File: src/rtl/dca_matrix_lsu_wdata_formatter_pkg.sv
// Shared types and derived widths for the matrix LSU write-data formatter.
package dca_matrix_lsu_wdata_formatter_pkg;

    // Formatter control states (2-bit encoding).
    typedef enum logic [1:0] {
        StIdle  = 2'd0,
        StFill  = 2'd1,
        StDrain = 2'd2
    } wfmt_state_e;

    localparam int unsigned BW_BYTE = 8;

    // Byte strobes covering one LSU element.
    function automatic int unsigned strb_per_element(input int unsigned bw_lsu_element);
        return bw_lsu_element / BW_BYTE;
    endfunction

endpackage

File: src/rtl/dca_lsu_wbeat_slice.sv
// One-entry AXI W output register; contents stay frozen while stalled.
module dca_lsu_wbeat_slice #(
    parameter int unsigned DATA_WIDTH = 128,
    parameter int unsigned STRB_WIDTH = 16
) (
    input  logic                  clk_i,
    input  logic                  rstp_i,
    input  logic                  load_i,
    input  logic [DATA_WIDTH-1:0] data_i,
    input  logic [STRB_WIDTH-1:0] strb_i,
    input  logic                  last_i,
    input  logic                  wready_i,
    output logic                  wvalid_o,
    output logic [DATA_WIDTH-1:0] data_o,
    output logic [STRB_WIDTH-1:0] strb_o,
    output logic                  last_o
);

    logic                  valid_q, valid_d;
    logic [DATA_WIDTH-1:0] data_q, data_d;
    logic [STRB_WIDTH-1:0] strb_q, strb_d;
    logic                  last_q, last_d;

    // A load always wins; it may replace a beat that is leaving this cycle.
    always_comb begin
        valid_d = valid_q;
        data_d  = data_q;
        strb_d  = strb_q;
        last_d  = last_q;
        if (load_i) begin
            valid_d = 1'b1;
            data_d  = data_i;
            strb_d  = strb_i;
            last_d  = last_i;
        end else if (wready_i) begin
            valid_d = 1'b0;
        end
    end

    // Beat register with asynchronous clear.
    always_ff @(posedge clk_i or posedge rstp_i) begin
        if (rstp_i) begin
            valid_q <= 1'b0;
            data_q  <= '0;
            strb_q  <= '0;
            last_q  <= 1'b0;
        end else begin
            valid_q <= valid_d;
            data_q  <= data_d;
            strb_q  <= strb_d;
            last_q  <= last_d;
        end
    end

    assign wvalid_o = valid_q;
    assign data_o   = data_q;
    assign strb_o   = strb_q;
    assign last_o   = last_q;

endmodule

File: src/rtl/dca_matrix_lsu_wdata_formatter.sv
// Turns tensor rows into masked AXI W beats, one beat per row, with wlast
// derived from the latched burst length.
module dca_matrix_lsu_wdata_formatter
    import dca_matrix_lsu_wdata_formatter_pkg::*;
#(
    parameter int unsigned MATRIX_NUM_COL   = 4,
    parameter int unsigned BW_TENSOR_SCALAR = 32,
    parameter int unsigned BW_LSU_ELEMENT   = 32,
    parameter int unsigned BW_AXI_ALEN      = 8
) (
    input  logic                                       clk,
    input  logic                                       rstp,
    input  logic                                       txn_valid,
    output logic                                       txn_ready,
    input  logic [BW_AXI_ALEN-1:0]                     txn_alen,
    input  logic [MATRIX_NUM_COL-1:0]                  txn_col_mask,
    input  logic                                       txn_is_final,
    input  logic                                       tensor_valid,
    output logic                                       tensor_ready,
    input  logic [MATRIX_NUM_COL*BW_TENSOR_SCALAR-1:0] tensor_row,
    output logic                                       wvalid,
    input  logic                                       wready,
    output logic [MATRIX_NUM_COL*BW_LSU_ELEMENT-1:0]   wdata,
    output logic [MATRIX_NUM_COL*BW_LSU_ELEMENT/8-1:0] wstrb,
    output logic                                       wlast,
    output logic                                       inst_done
);

    localparam int unsigned BW_LSU_STRB_PER_ELEMENT = strb_per_element(BW_LSU_ELEMENT);
    localparam int unsigned DATA_W = MATRIX_NUM_COL * BW_LSU_ELEMENT;
    localparam int unsigned STRB_W = MATRIX_NUM_COL * BW_LSU_STRB_PER_ELEMENT;
    localparam logic [BW_AXI_ALEN-1:0] CNT_ONE = 1;

    wfmt_state_e               state_q, state_d;
    logic [BW_AXI_ALEN-1:0]    beat_cnt_q, beat_cnt_d;
    logic [BW_AXI_ALEN-1:0]    alen_q, alen_d;
    logic [MATRIX_NUM_COL-1:0] mask_q, mask_d;
    logic                      final_q, final_d;
    logic                      inst_done_q, inst_done_d;

    logic              beat_load;
    logic [DATA_W-1:0] fmt_data;
    logic [STRB_W-1:0] fmt_strb;
    logic              fmt_last;

    // Column narrowing (plain truncation) and masking of inactive columns.
    always_comb begin
        fmt_data = '0;
        fmt_strb = '0;
        for (int i = 0; i < int'(MATRIX_NUM_COL); i++) begin
            if (mask_q[i]) begin
                fmt_data[i*BW_LSU_ELEMENT +: BW_LSU_ELEMENT] =
                    tensor_row[i*BW_TENSOR_SCALAR +: BW_LSU_ELEMENT];
                fmt_strb[i*BW_LSU_STRB_PER_ELEMENT +: BW_LSU_STRB_PER_ELEMENT] = '1;
            end
        end
    end

    // Compare before increment so alen = all-ones never wraps the counter.
    assign fmt_last = (beat_cnt_q == alen_q);

    // Next-state, handshakes and descriptor latching.
    always_comb begin
        state_d      = state_q;
        beat_cnt_d   = beat_cnt_q;
        alen_d       = alen_q;
        mask_d       = mask_q;
        final_d      = final_q;
        inst_done_d  = 1'b0;
        beat_load    = 1'b0;
        txn_ready    = 1'b0;
        tensor_ready = 1'b0;
        unique case (state_q)
            StIdle: begin
                txn_ready = 1'b1;
                if (txn_valid) begin
                    alen_d     = txn_alen;
                    mask_d     = txn_col_mask;
                    final_d    = txn_is_final;
                    beat_cnt_d = '0;
                    state_d    = StFill;
                end
            end
            StFill: begin
                tensor_ready = !wvalid || wready;
                if (tensor_valid && tensor_ready) begin
                    beat_load = 1'b1;
                    if (fmt_last) begin
                        state_d = StDrain;
                    end else begin
                        beat_cnt_d = beat_cnt_q + CNT_ONE;
                    end
                end
            end
            StDrain: begin
                if (wvalid && wready) begin
                    inst_done_d = final_q;
                    state_d     = StIdle;
                end
            end
            default: state_d = StIdle;
        endcase
    end

    // Control registers.
    always_ff @(posedge clk or posedge rstp) begin
        if (rstp) begin
            state_q     <= StIdle;
            beat_cnt_q  <= '0;
            alen_q      <= '0;
            mask_q      <= '0;
            final_q     <= 1'b0;
            inst_done_q <= 1'b0;
        end else begin
            state_q     <= state_d;
            beat_cnt_q  <= beat_cnt_d;
            alen_q      <= alen_d;
            mask_q      <= mask_d;
            final_q     <= final_d;
            inst_done_q <= inst_done_d;
        end
    end

    dca_lsu_wbeat_slice #(
        .DATA_WIDTH (DATA_W),
        .STRB_WIDTH (STRB_W)
    ) u_wbeat_slice (
        .clk_i    (clk),
        .rstp_i   (rstp),
        .load_i   (beat_load),
        .data_i   (fmt_data),
        .strb_i   (fmt_strb),
        .last_i   (fmt_last),
        .wready_i (wready),
        .wvalid_o (wvalid),
        .data_o   (wdata),
        .strb_o   (wstrb),
        .last_o   (wlast)
    );

    assign inst_done = inst_done_q;

endmodule

File: config.mk
export PLATFORM = sky130hd
export DESIGN_NAME = dca_matrix_lsu_wdata_formatter
export DESIGN_NICKNAME = d
export VERILOG_FILES = /design/src/rtl/dca_matrix_lsu_wdata_formatter_pkg.sv /design/src/rtl/dca_lsu_wbeat_slice.sv /design/src/rtl/dca_matrix_lsu_wdata_formatter.sv
export SDC_FILE = /design/constraint.sdc
export NUM_CORES = 1
export LEC_CHECK = 0
export BUFFER_PORTS_ARGS = -buffer_cell sky130_fd_sc_hd__buf_2
export CORE_UTILIZATION = 46
export CTS_BUF_LIST = sky130_fd_sc_hd__clkbuf_4 sky130_fd_sc_hd__clkbuf_8 sky130_fd_sc_hd__clkbuf_16
export DETAILED_ROUTE_END_ITERATION = 10
export PLACE_DENSITY = 0.81
export SETUP_SLACK_MARGIN = 0.5
export SLEW_MARGIN = 0
export SYNTH_ARGS = -nofsm -noshare
export SYNTH_HDL_FRONTEND = slang
export SYNTH_HIERARCHICAL = 1
export SYNTH_SLANG_ARGS = --single-unit
File: constraint.sdc
create_clock -name clk -period 7.1 [get_ports clk]
set_clock_uncertainty 0.05 [all_clocks]
set_input_delay 0.71 -clock clk [delete_from_list [all_inputs] [get_ports clk]]
set_output_delay 0.71 -clock clk [all_outputs]
set_load 0.005 [all_outputs]
==> results of run 1 <==
state kept, by name (all words and copies together) (netlist names):
name                    cells
u_wbeat_slice/last_o        1
mask_q                      4
inst_done                   1
state_q                     2
alen_q                      8
u_wbeat_slice/strb_o       16
u_wbeat_slice/data_o      128
beat_cnt_q                  8
final_q                     1
u_wbeat_slice/wvalid_o      1
metrics by stage:
stage	area (um^2)	hold WS [ps]	util (%)	setup WS [ps]	instances
2_1_floorplan	7561	431.1	-	2417	561
3_3_place_gp	9069	434.1	56.88	3729	1043
3_5_place_dp	9069	439.4	56.88	3619	1043
4_1_cts	9651	400.0	60.53	3604	1075
5_1_grt	9651	440.8	60.53	3323	1075
6_report	9651	376.4	60.53	3599	1075
power by group through the flow:
stage	registers, uW	clock network [uW]	logic (uW)
after global routing	1800	979	1500
after floorplan	1690	0	832
final	1730	919	1360
after global placement	1730	0	1340
after CTS	1730	941	1390
after detailed placement	1740	0	1380
metal layers:
layer / routed length [um] / share of wire (%) / global-route usage, % / up-vias
met3: 1369 / 8.2 / 5.904 / 25
met4: 289 / 1.7 / 7.592 / 4
met5: 24 / 0.14 / 0 / -
met2: 8055 / 48 / 32.63 / 202
li1: - / - / - / 2472
met1: 7048 / 42 / 24.35 / 2496
cells by family after synthesis:
family	count (synthesis)	share of synthesized area, %
mux	160	23.80
buf+inv	39	3.971
flops	170	56.26
compound gates	15	1.407
xor+xnor	8	0.9267
simple gates	168	13.47
fa+ha+maj	1	0.1655
cell usage in the layout (no fill, tap or decap), drive strengths merged, types with 2 or more instances in the layout:
cell type    n
mux2i        2
a21o         2
nand2       11
nand4        3
nand2b       4
mux2       158
nand3        7
o211ai       2
dfrtp      170
clkinvlp     4
nor3         3
inv         15
nor2         5
clkinv       2
nor2b        2
xnor2        8
buf        298
o21ai        2
and2       129
clkbuf      17
a21oi        2
layout make-up:
type	count	area (um^2)	share of cell area, %
tap	216	270.3	2.800
clock buffer	17	425.4	4.408
inverter	7	36.28	0.3760
sequential	170	4254	44.08
timing repair buffer	298	1501	15.56
clock inverter	15	156.4	1.621
multi-input combinational	352	3007	31.16
worst paths after layout:
kind | from | to | slack (ps) | cells past startpoint
setup / recovery | state_q[0] | u_wbeat_slice/strb_o[13] | 3600 | 5
hold / removal | rstp | u_wbeat_slice/data_o[88] | 380 | 2
setup reg to reg | state_q[0] | u_wbeat_slice/strb_o[13] | 3600 | 5
hold reg to reg | u_wbeat_slice/data_o[109] | u_wbeat_slice/data_o[109] | 450 | 1
max in group asynchronous | rstp | u_wbeat_slice/data_o[33] | 5290 | 3
min in group clk | u_wbeat_slice/data_o[109] | u_wbeat_slice/data_o[109] | 450 | 1
critical path, cell delays in order (launching register included):
cell,delay (ps)
dfrtp_1,410
nor2b_1,620
nand3_1,390
inv_6,630
buf_4,790
mux2_2,420
==> results.cfg, run 1 <==
[cts]
clk-insertion-delay-late_ps = 420
clock-root-buffer = clkbuf_16
cts_tree = done
cts_made_buffers = 17
path_clk_slew_ps = 70
htree_levels = 4
post_cts_hold_buffer_count = 0
clkSinkCount = 170
cts.path.max_buffers = 2
post_cts_resized = 0
post_cts_buffers = 0

[placement]
dpl.hpwl_mm = 11.54
place_congestion = 0.8013
port_buffers = 294

[drt]
drt_iter0_drc = 204
avgViaCountPerCell = 4.836
num_vias = 5199
wl_mm = 16.79
postRouteAntennaNets = 0
wl_per_cell_um = 15.62
drc_errors = 0
dr.pass1.iters = 4

[sta]
tightest_slew_ps = 941.3
relSlewSlack_pct = 37.25
period_share_pct = 49.30
final.setup.tns_ps = 0
max_clock_freq_ghz = 0.2857
rsz0062_at_grt = no
hold_viol_final = 0
fin_crit_ps = 3501
slew_viol_final = 0
report.final.setup_viol = 0

[logic_synthesis]
syn_area_um2 = 7561
seq_area_frac_synth_pct = 56.26
synthFlopType = dfrtp_1
yosysTopAreaCellShare_pct = 56.26
async_flop_share_pct = 100.0
yosys.area.top_type = dfrtp_1
avgSynthCellArea_um2 = 13.48
yosys-top-cells-area = dfrtp_1 (56%), mux2_2 (24%), and2_1 (11%), clkbuf_8 (1.8%), xnor2_1 (0.93%)
synth-seq-cells = 170
yosys_warnings = 6
synth_edf_count = 0
syn_nets = 708
synth_cells = 561
ys_types = 36
synth_commonest_cells = dfrtp_1 (170), mux2_2 (158), and2_1 (129), clkbuf_1 (13), nand2_1 (11)
synth_most_common_cell = dfrtp_1

[critical_path]
startpoint_type = register
crit_type = reg2reg
crit_path_end_kind = register
crit_arrival_ps = 3750
crit_fanout = 82
crit_required_ps = 7350

[hold_path]
hp-class = in2async

[global_route]
track_usage_pct = 19.76
grt_pass1_wl_mm = 25.77
grt_pass1_vias = 5123
antenna_found_initial = 2
grt_overflow = 0
grt_max_degree = 83

[layout]
fin_nets = 993
area_growth_pct = 27.64
diodes = 0
fill_cells = 1331
drive_gt1_share_pct = 57.39

[pwr]
p_seq_share_pct = 43.0
total_power_uw = 4008
power.internal_uw = 2712
p_switching_uw = 1296
leakagePower_uw = 0.004995
vdd_ir_drop_max_mv = 0.2094
p_per_area_nw_per_um2 = 415.3
switching_share_pct = 32.34
pwr-share-comb_pct = 34.0
clkPwrFrac_pct = 22.9

[floorplanning]
initial_core_util_pct = 47.43
coreArea_um2 = 15940
io_pins = 295
die-area_um2 = 16950
chipHeight_um = 130.2
die_x_um = 130.2
rows = 46

[outcome]
status = completed

[job]
max-cap-violations = 0
Power figures use the tool's default switching activity.
==> run 2: changes to the inputs <==
Settings changed: CORE_UTILIZATION 46 to 44.
Clock period 7.1 ns to 2.9 ns, I/O delays scaled along.
==> run 2 against run 1 <==
Net effect: clock power up 140%; register-to-register slack got worse by 2900 ps; sequential share of layout area is 0.47 points lower; utilization decreased by 2.1 points.
==> results.cfg, run 2 (synthesized netlist as in run 1, its figures left out) <==
[outcome]
status = completed

[critical_path]
path_buf_inv = 3
r2r-end = u_wbeat_slice/data_o[50]
startpoint_type = register
crit_path_end_kind = register
r2r_slack_ps = 700
cp_top_family = buffers and inverters
max_stage_delay_ps = 420
reg2reg_from = state_q[0]
r2r_cells = 6
crit_fanout = 27
crit_arrival_ps = 2450
cpMostUsedCell = buf_4
cp_cell_sequence = nor2b_1 -> buf_4 -> nand3_1 -> inv_6 -> buf_4 -> mux2_2
slowest_stage = dfrtp_1
crit_required_ps = 3150
crit_type = reg2reg

[placement]
dpl.hpwl_mm = 12.03
placed_area_um2 = 9160
port_buffers = 294
place_congestion = 0.8287

[drt]
drc_errors = 0
avgViaCountPerCell = 4.886
drt_iter0_drc = 274
wl_per_cell_um = 15.70
num_vias = 5301
dr.pass1.iters = 4
postRouteAntennaNets = 0
wl_mm = 17.04

[layout]
utilization_pct = 58.41
area_growth_pct = 29.01
layout_common_cells = buf_2 (294), dfrtp_1 (170), mux2_2 (158), and2_1 (129), clkbuf_16 (17)
fill_cells = 1380
final_common_cell = buf_2
fin_nets = 999
multi_input_area_um2 = 3007
largest_register_ffs = 128
ff_latch_area_um2 = 4254
drive_gt1_share_pct = 57.57
diodes = 0
fin_area_um2 = 9754

[sta]
tightest_slew_ps = 960.1
final.setup.tns_ps = 0
rsz0062_at_grt = no
fin_crit_ps = 2199
relSlewSlack_pct = 35.92
period_share_pct = 75.82
max_clock_freq_ghz = 0.4548
slew_viol_final = 0
hold_slack_ps = 49.41
report.final.setup_viol = 0
hold_viol_final = 0

[global_route]
antenna_found_initial = 0
track_usage_pct = 19.58
grt_pass1_wl_mm = 27.16
grt_overflow = 0
grt_max_degree = 79
grt_pass1_vias = 5443

[cts]
clkSinkCount = 170
cts_made_buffers = 17
cts_tree = done
clock-root-buffer = clkbuf_16
htree_levels = 4
cts.path.max_buffers = 2
path_clk_slew_ps = 70
clk-insertion-delay-late_ps = 420

[pwr]
vdd_ir_drop_max_mv = 0.4714
p_per_area_nw_per_um2 = 1008
leakagePower_uw = 0.005040
total_power_uw = 9830

[floorplanning]
die-area_um2 = 17710
chipHeight_um = 133.1
coreArea_um2 = 16700
rows = 47
io_pins = 295
die_x_um = 133.1
initial_core_util_pct = 45.27

[hold_path]
hold_path_end = mask_q[1]
holdPathStages = 2
hp-class = in2reg
worstHoldStart = txn_col_mask[1]

[job]
max-cap-violations = 0
## run 2: cell count changes in the layout (fill, tap and decap cells not counted), sizes merged
cell	delta
clkbuf	+4
buf	+5
clkinv	+2
inv	-6
dlygate4sd3	+1
## run 2: how the worst max path moves through the flow
| stage | start | endpoint | depth (start not counted) |
|---|---|---|---|
| 2_1_floorplan | rstp | u_wbeat_slice/data_o[0] | 1 |
| 3_3_place_gp | state_q[0] | u_wbeat_slice/data_o[81] | 6 |
| 3_5_place_dp | state_q[0] | u_wbeat_slice/data_o[71] | 6 |
| 4_1_cts | state_q[0] | u_wbeat_slice/data_o[71] | 6 |
| 5_1_grt | state_q[0] | u_wbeat_slice/data_o[81] | 6 |
| 6_report | state_q[0] | u_wbeat_slice/data_o[50] | 6 |
## run 2: layout make-up
class                   instances  area share [%]
repair buffers                304           16.39
clock inverters                11           1.129
clock buffers                  21           4.861
well taps                     220           2.822
inverters                       7          0.3592
multi-input cells             352           30.82
flip-flops and latches        170           43.61
## run 2: per-stage QoR
| step | worst slack [ps] | std cells |
|---|---|---|
| finish | 701.2 | 1085 |
| global route | 542.1 | 1085 |
| CTS | 691.4 | 1085 |
| detailed placement | 708.2 | 1052 |
| global placement | 750.6 | 1052 |
| floorplan | 727.0 | 561 |
## run 2: routing by layer
metal / global-route usage, % / wire (um) / share of wire (%) / vias to the layer above
met5: 0 / 0 / 0 / -
met1: 23.90 / 7255 / 43 / 2574
met4: 6.629 / 256 / 1.5 / 0
met3: 6.126 / 1230 / 7.2 / 20
met2: 32.90 / 8296 / 49 / 213
li1: - / - / - / 2494
## run 2: power by group
part           internal [uW]  switching, uW
clock                   1270            965
sequential              3440            798
combinational           2010           1340
total                   6720           3110
## run 2: what timing repair did
item	4_1_cts	5_1_grt
resized for setup	0	0
hold buffers	1	0
hold endpoints to repair	91	0
setup buffers	0	0
